File: config.mk
export PLATFORM = sky130hd
export DESIGN_NAME = aes_state_io
export DESIGN_NICKNAME = d
export VERILOG_FILES = /design/src/rtl/aes_state_io.sv
export SDC_FILE = /design/constraint.sdc
export NUM_CORES = 1
export LEC_CHECK = 0
export CAP_MARGIN = 20
export CORE_UTILIZATION = 47
export DETAILED_ROUTE_END_ITERATION = 8
export HOLD_SLACK_MARGIN = 0.02
export PLACE_DENSITY = 0.81
export SKIP_CTS_REPAIR_TIMING = 1
export SYNTH_ARGS = -nofsm -noshare
export SYNTH_HDL_FRONTEND = slang
export SYNTH_SLANG_ARGS = --single-unit
export TNS_END_PERCENT = 100
File: constraint.sdc
create_clock -name clk -period 2.9 [get_ports clk]
set_input_delay 0.87 -clock clk [delete_from_list [all_inputs] [get_ports clk]]
set_output_delay 0.87 -clock clk [all_outputs]
set_load 0.01 [all_outputs]
File: src/rtl/aes_state_io.sv
// AES state-matrix bus controller: load 4 columns, kick the round engine, unload.
// Optional run timeout with sticky err under `AES_STATE_IO_TIMEOUT_EN.
module aes_state_io #(
  parameter int TIMEOUT_CYCLES = 64,
  parameter int TO_W           = 8
) (
  input  logic         clk,
  input  logic         reset_n,
  input  logic         in_valid,
  output logic         in_ready,
  input  logic [127:0] in_block,
  output logic [31:0]  mat_col_in,
  output logic [1:0]   mat_input_idx,
  output logic         mat_input_row_col,
  output logic         mat_write_enable,
  output logic [1:0]   mat_output_idx,
  output logic         mat_output_row_col,
  input  logic [31:0]  mat_out,
  output logic         start,
  input  logic         done,
  output logic         out_valid,
  input  logic         out_ready,
  output logic [127:0] out_block,
  output logic         err
);

  if (TO_W < $clog2(TIMEOUT_CYCLES + 1)) begin : g_bad_to_w
    $error("TO_W too narrow for TIMEOUT_CYCLES");
  end

  typedef enum logic [2:0] {
    IDLE, LOAD, RUN, UNLOAD, OUT
  } state_t;

  state_t       state_q, state_d;
  logic [1:0]   cnt_q, cnt_d;
  logic [127:0] buf_q, buf_d;
  logic [127:0] out_q, out_d;
  logic         first_q, first_d;
  logic [6:0]   sel;

  // column 0 lives in the top word
  assign sel = {~cnt_q, 5'd0};

`ifdef AES_STATE_IO_TIMEOUT_EN
  logic [TO_W-1:0] to_q, to_d;
  logic            err_q, err_d;
  logic            to_hit;
  assign to_hit = (to_q == TO_W'(TIMEOUT_CYCLES - 1));
`endif

  always_comb begin
    state_d = state_q;
    cnt_d   = cnt_q;
    buf_d   = buf_q;
    out_d   = out_q;
    first_d = 1'b0;
`ifdef AES_STATE_IO_TIMEOUT_EN
    to_d    = to_q;
    err_d   = err_q;
`endif
    unique case (state_q)
      IDLE: begin
        if (in_valid) begin
          buf_d   = in_block;
          cnt_d   = 2'd0;
          state_d = LOAD;
        end
      end
      LOAD: begin
        cnt_d = cnt_q + 2'd1;
        if (cnt_q == 2'd3) begin
          state_d = RUN;
          first_d = 1'b1;
`ifdef AES_STATE_IO_TIMEOUT_EN
          to_d    = '0;
`endif
        end
      end
      RUN: begin
`ifdef AES_STATE_IO_TIMEOUT_EN
        to_d = to_q + 1'b1;
`endif
        if (!first_q && done) begin
          cnt_d   = 2'd0;
          state_d = UNLOAD;
        end
`ifdef AES_STATE_IO_TIMEOUT_EN
        else if (to_hit) begin
          cnt_d   = 2'd0;
          state_d = UNLOAD;
          err_d   = 1'b1;
        end
`endif
      end
      UNLOAD: begin
        cnt_d = cnt_q + 2'd1;
        out_d[sel +: 32] = mat_out;
        if (cnt_q == 2'd3) state_d = OUT;
      end
      OUT: begin
        if (out_ready) state_d = IDLE;
      end
      default: state_d = IDLE;
    endcase
  end

  always_ff @(posedge clk or negedge reset_n) begin
    if (!reset_n) begin
      state_q <= IDLE;
      cnt_q   <= 2'd0;
      buf_q   <= '0;
      out_q   <= '0;
      first_q <= 1'b0;
    end else begin
      state_q <= state_d;
      cnt_q   <= cnt_d;
      buf_q   <= buf_d;
      out_q   <= out_d;
      first_q <= first_d;
    end
  end

`ifdef AES_STATE_IO_TIMEOUT_EN
  always_ff @(posedge clk or negedge reset_n) begin
    if (!reset_n) begin
      to_q  <= '0;
      err_q <= 1'b0;
    end else begin
      to_q  <= to_d;
      err_q <= err_d;
    end
  end
  assign err = err_q;
`else
  assign err = 1'b0;
`endif

  assign in_ready           = (state_q == IDLE);
  assign mat_write_enable   = (state_q == LOAD);
  assign mat_input_idx      = mat_write_enable ? cnt_q : 2'd0;
  assign mat_col_in         = buf_q[sel +: 32];
  assign mat_output_idx     = (state_q == UNLOAD) ? cnt_q : 2'd0;
  assign mat_input_row_col  = 1'b1;
  assign mat_output_row_col = 1'b1;
  assign start              = (state_q == RUN) && first_q;
  assign out_valid          = (state_q == OUT);
  assign out_block          = out_q;

endmodule

**Word-level counts from Yosys, hierarchy flattened**

Cells that the tools add are included.

- Output and inout bits: 171
- Input bits: 165
- Bits in registers: 262
- Logic and storage cells: 44

- Multiplexer cells: 14
- Reduce and logical (&&, ||, !) cells: 9
- Equal/unequal tests: 10
- Add/subtract/negate cells: 2
- Bitwise gates (word level): 1
- Shift operators: 3

Operators by type and width:

| cell | count |
|---|---|
| 128-bit bitwise mux | 1 |
| 32-bit by 9-bit variable shift with 128-bit output, first input constant | 1 |
| 128-bit by 8-bit variable part select with 32-bit output | 1 |
| 32-bit by 9-bit variable part select with 128-bit output | 1 |
| 3-bit 2-to-1 mux | 5 |
| 3-bit case mux with 5 select lines | 1 |
| 7-bit negation with 9-bit output | 1 |
| 2-bit 2-to-1 mux | 4 |
| 3-bit by 2-bit == test with 1-bit output, second input constant | 2 |
| 2-bit inequality test, second input constant | 3 |
| 2-bit case mux with 3 select lines | 1 |
| 5-bit AND reduction | 1 |
| 2-bit by 1-bit inequality test with 1-bit output, second input constant | 2 |
| 3-bit by 1-bit == test with 1-bit output, second input constant | 1 |
| 3-bit == test, second input constant | 1 |
| 3-bit logical NOT | 1 |
| 3-bit AND reduction | 1 |
| 3-bit nonzero test | 1 |
| 2-bit by 1-bit adder with 2-bit output, second input constant | 1 |
| 2-bit == test, second input constant | 1 |
| 1-bit logical AND | 2 |
| 1-bit 2-to-1 mux | 2 |
| 2-bit inverter | 1 |
| 2-bit AND reduction | 1 |
| other kinds (2) | 2 |

**Logic depth before layout (Yosys ltp)**

- Word-level depth: 4
- Gate-level depth with buffers: 8
- Depth with buffers taken out: 5

**Worst setup path before layout**

No wires, ideal clock.

- Path type: register to register
- Start: register cnt_q[1]
- End: register out_q[106], in the netlist out_block[106]
- Path buffers: 3
- Path slack: 0.492 ns
- Cell stages (with the launch flop): 9
- Library setup time: 0.065 ns
- Data arrival time: 2.342 ns
- Period minus slack after synthesis: 2.408 ns
- Cell sequence: dfrtp_1 -> clkbuf_1 -> buf_1 -> inv_1 -> ha_1 -> or4_1 -> nor2_4 -> buf_4 -> a22o_1

- Word-level cells in the longest chain between the ends: 4
- Elaborated cells between the ends (all ways): 5

RTL lines:

| element | line | RTL |
|---|---|---|
| start: declaration | 36 | `logic [1:0] cnt_q, cnt_d;` |
| start signal: assignment | 117 | `cnt_q <= cnt_d;` |
| 2-bit inverter * | 43 | `assign sel = {~cnt_q, 5'd0};` |
| 7-bit negation with 9-bit output * | 98 | `out_d[sel +: 32] = mat_out;` |
| 32-bit by 9-bit variable part select with 128-bit output / 32-bit by 9-bit variable shift with 128-bit output (equally long branches) | 98 |  |
| 128-bit bitwise mux * | 98 |  |
| end signal: assignment | 119 | `out_q <= out_d;` |
| end: declaration | 38 | `logic [127:0] out_q, out_d;` |

Mark *: on every way between the ends. The rest lies on a longest branch, timed or not.
A chain may end at the register's enable or synchronous reset.

**Final worst setup path**

- Start: register cnt_q[0]
- End: output port mat_col_in[14]

- Word-level cells in the longest chain between the ends: 2

RTL lines:

| element | line | RTL |
|---|---|---|
| 2-bit inverter | 43 |  |
| 128-bit by 8-bit variable part select with 32-bit output | 142 | `assign mat_col_in = buf_q[sel +: 32];` |
| end: declaration | 12 | `output logic [31:0] mat_col_in,` |

No other way between the ends.

==> impl_results.md <==
- Avg Cell Area, Syn: 16.3 µm²
- Worst Path Required: 2.03 ns
- Via count: 7,473
- Die Height: 152 µm
- Cell area after layout: 15,400 µm²
- First-pass GRT wire length: 46.5 mm
- Share of layout cells above drive strength 1: 25.3%
- Detail Route Antenna Nets: 0
- Initial antenna violation count: 0
- Skew final: 0.0109 ns
- GRT Total Usage: 25.8%
- RSZ-0062 raised after global routing: no
- Final min period: 2.79 ns
- R2r setup slk: 0.50 ns
- Final WS setup: 0.112 ns
- Io pins: 336
- #FFs+latches synth: 262
- Final Hold Violating Endpoints: 0
- Die span in x: 152 µm
- Ant. Diodes: 0
- Worst min-delay path category: input port to asynchronous set/reset pin
- Core Rows: 54
- Sink Count: 262
- Vias in the first global route: 7,932
- Congestion Overflow GR: 0
- Clk slew on worst S/H paths: 0.06 ns
- Synth Instances: 653
- Synth cell types: 32
- CP max FO: 12
- Worst slack, placed: 0.268 ns
- Setup violators final: 0
- F_max: 359 MHz
- Placed inst area: 14,400 µm²
- Post-synthesis sequential area ratio: 61.7%
- Final cell count without fillers: 1,308
- Status: finished, violations left
- Final Power: 15,300 µW
- Final RePlAce weighted congestion: 0.806
- Slew Viols, Final: 0
- Worst-Skew Late Latency: 0.53 ns
- Final HPWL from detailed placement: 20.6 mm
- Tcrit/Tclk final: 96.1%
- Area Growth Syn to Fin: 45.3%
- Initial Util: 48.3%
- Final wirelength: 29.6 mm
- Final Hold Slack: 0.338 ns
- Maximum vdd drop: 0.687 mV
- Final routed DRC violation total: 21
- TritonCTS clock tree: done
- Slew headroom: 52.4%
- Static Leak: 0.00701 µW
- Die area: 23,200 µm²
- Crit path kind: flip-flop to output pin
- Largest net degree at the start of global routing: 86
- Kind of end point of the critical path: output pin
- Critical Path AT: 1.92 ns
- # port buffers: 332
- Failing checks: design-rule violations
- Synth Cell Area: 10,600 µm²
- Total Nets Final: 1,176
- Core footprint: 22,000 µm²
- Maximum clock insertion buffer count: 3
- Drt wl/cell: 22.6 µm
- Pin slew with the least headroom to its limit: 0.714 ns
- Yosys warning count: 0
- Clk root buf: clkbuf_16
- Maxcap violations: 0
- Vias/cell: 5.71
- Starting DRT DRC Count: 342
- Power per cell area: 988 nW/µm²
- Placed Instances: 1,248
- CTS Buf Count: 28
- CP startpoint kind: flip-flop
- Htree depth: 1
- TritonRoute pass-1 iters: 9
[layout make-up]
class | instances | area [µm²]
clock buffer | 44 | 842
tap | 280 | 350
inverter | 3 | 11.3
timing repair buffer | 376 | 3950
multi-input combinational | 335 | 3690
fill | 1472 | 6580
sequential | 262 | 6560
clock inverter | 8 | 43.8
[metrics by stage]
step	utilization, %	setup TNS [ns]
final	70.1	0
after global routing	70.1	0
after CTS	69.2	-8.65
after detailed placement	65.2	0
after global placement	65.2	0
after floorplan	-	0
[registers in the layout (all words and copies together) (netlist names)]
signal and flops:
cnt_q 2, buf_q 128, out_block 128, first_q 1, state_q 3
[cells by family after synthesis]
kind of cell / Yosys count / synth area share (%)
AND/OR/NAND/NOR: 33 / 2.72
XOR/XNOR: 1 / 0.0824
adder cells (fa/ha/maj): 5 / 0.588
flip-flops: 262 / 61.7
multiplexers: 161 / 20.4
other: 2 / 0.0706
buffers and inverters: 57 / 3.66
AO/OA/AOI/OAI: 132 / 10.8
[layout by cell type, fill, tap and decap left out, types with 4 or more instances in the layout]
cell	instances
ha_1	5
dlymetal6s2s_1	37
buf_4	29
clkinv_2	7
dfrtp_1	260
mux2_2	129
nand2_1	7
clkbuf_1	9
mux4_2	32
a22o_1	127
clkbuf_8	6
nor3_1	4
clkbuf_16	31
clkdlybuf4s50_1	294
buf_12	13
[final timing paths]
kind,endpoint,cells past startpoint,startpoint
setup / recovery,mat_col_in[14],4,cnt_q[0]
hold / removal,buf_q[29],1,reset_n
setup reg to reg,out_block[108],8,cnt_q[0]
hold reg to reg,out_block[46],2,out_block[46]
max in group asynchronous,out_block[18],2,reset_n
min in group clk,out_block[46],2,out_block[46]
[per-layer routing]
layer | up-vias | GRT usage [%] | routed length, µm
li1 | 3193 | - | -
met1 | 3856 | 31.5 | 11200
met2 | 363 | 42.4 | 14300
met3 | 61 | 8.99 | 3070
met4 | 0 | 9.62 | 989
met5 | - | 0 | 0
[where the power goes]
part / switching [µW] / leakage (µW) / internal, µW
Sequential: 771 / 0.00335 / 4940
Clock: 1400 / 0.000443 / 1990
Combinational: 2440 / 0.00322 / 3720
Total: 4610 / 0.00701 / 10700
[synthesized netlist by cell type]
master / n / share of area [%]
nor2_1: 2 / 0.071
xor2_1: 1 / 0.082
nor4_4: 3 / 0.60
mux4_2: 32 / 6.8
nor2b_1: 2 / 0.12
buf_4: 9 / 0.64
nor3b_1: 1 / 0.071
buf_1: 1 / 0.035
nand4b_2: 2 / 0.28
nand2_1: 7 / 0.25
inv_1: 3 / 0.11
or4_1: 1 / 0.071
buf_6: 17 / 1.8
clkbuf_1: 16 / 0.56
buf_2: 11 / 0.52
and3b_1: 1 / 0.082
ha_1: 5 / 0.59
o21ai_0: 1 / 0.047
nor4bb_1: 1 / 0.094
mux2_2: 129 / 14
a21oi_1: 1 / 0.047
conb_1: 2 / 0.071
nor2_4: 1 / 0.11
a22o_1: 127 / 10
dfrtp_1: 262 / 62
o31ai_1: 2 / 0.14
nand4b_4: 2 / 0.45
and2_1: 4 / 0.24
nand3_1: 1 / 0.047
nand2b_1: 1 / 0.059
o41ai_1: 1 / 0.082
nor3_1: 4 / 0.19
[worst max-delay path, cell delays in order, from the launching register on]
cell	delay (ns)
dfrtp_2	0.38
buf_12	0.13
buf_12	0.16
mux4_2	0.51
dlymetal6s2s_1	0.21
(Power assumes the default switching activity.)
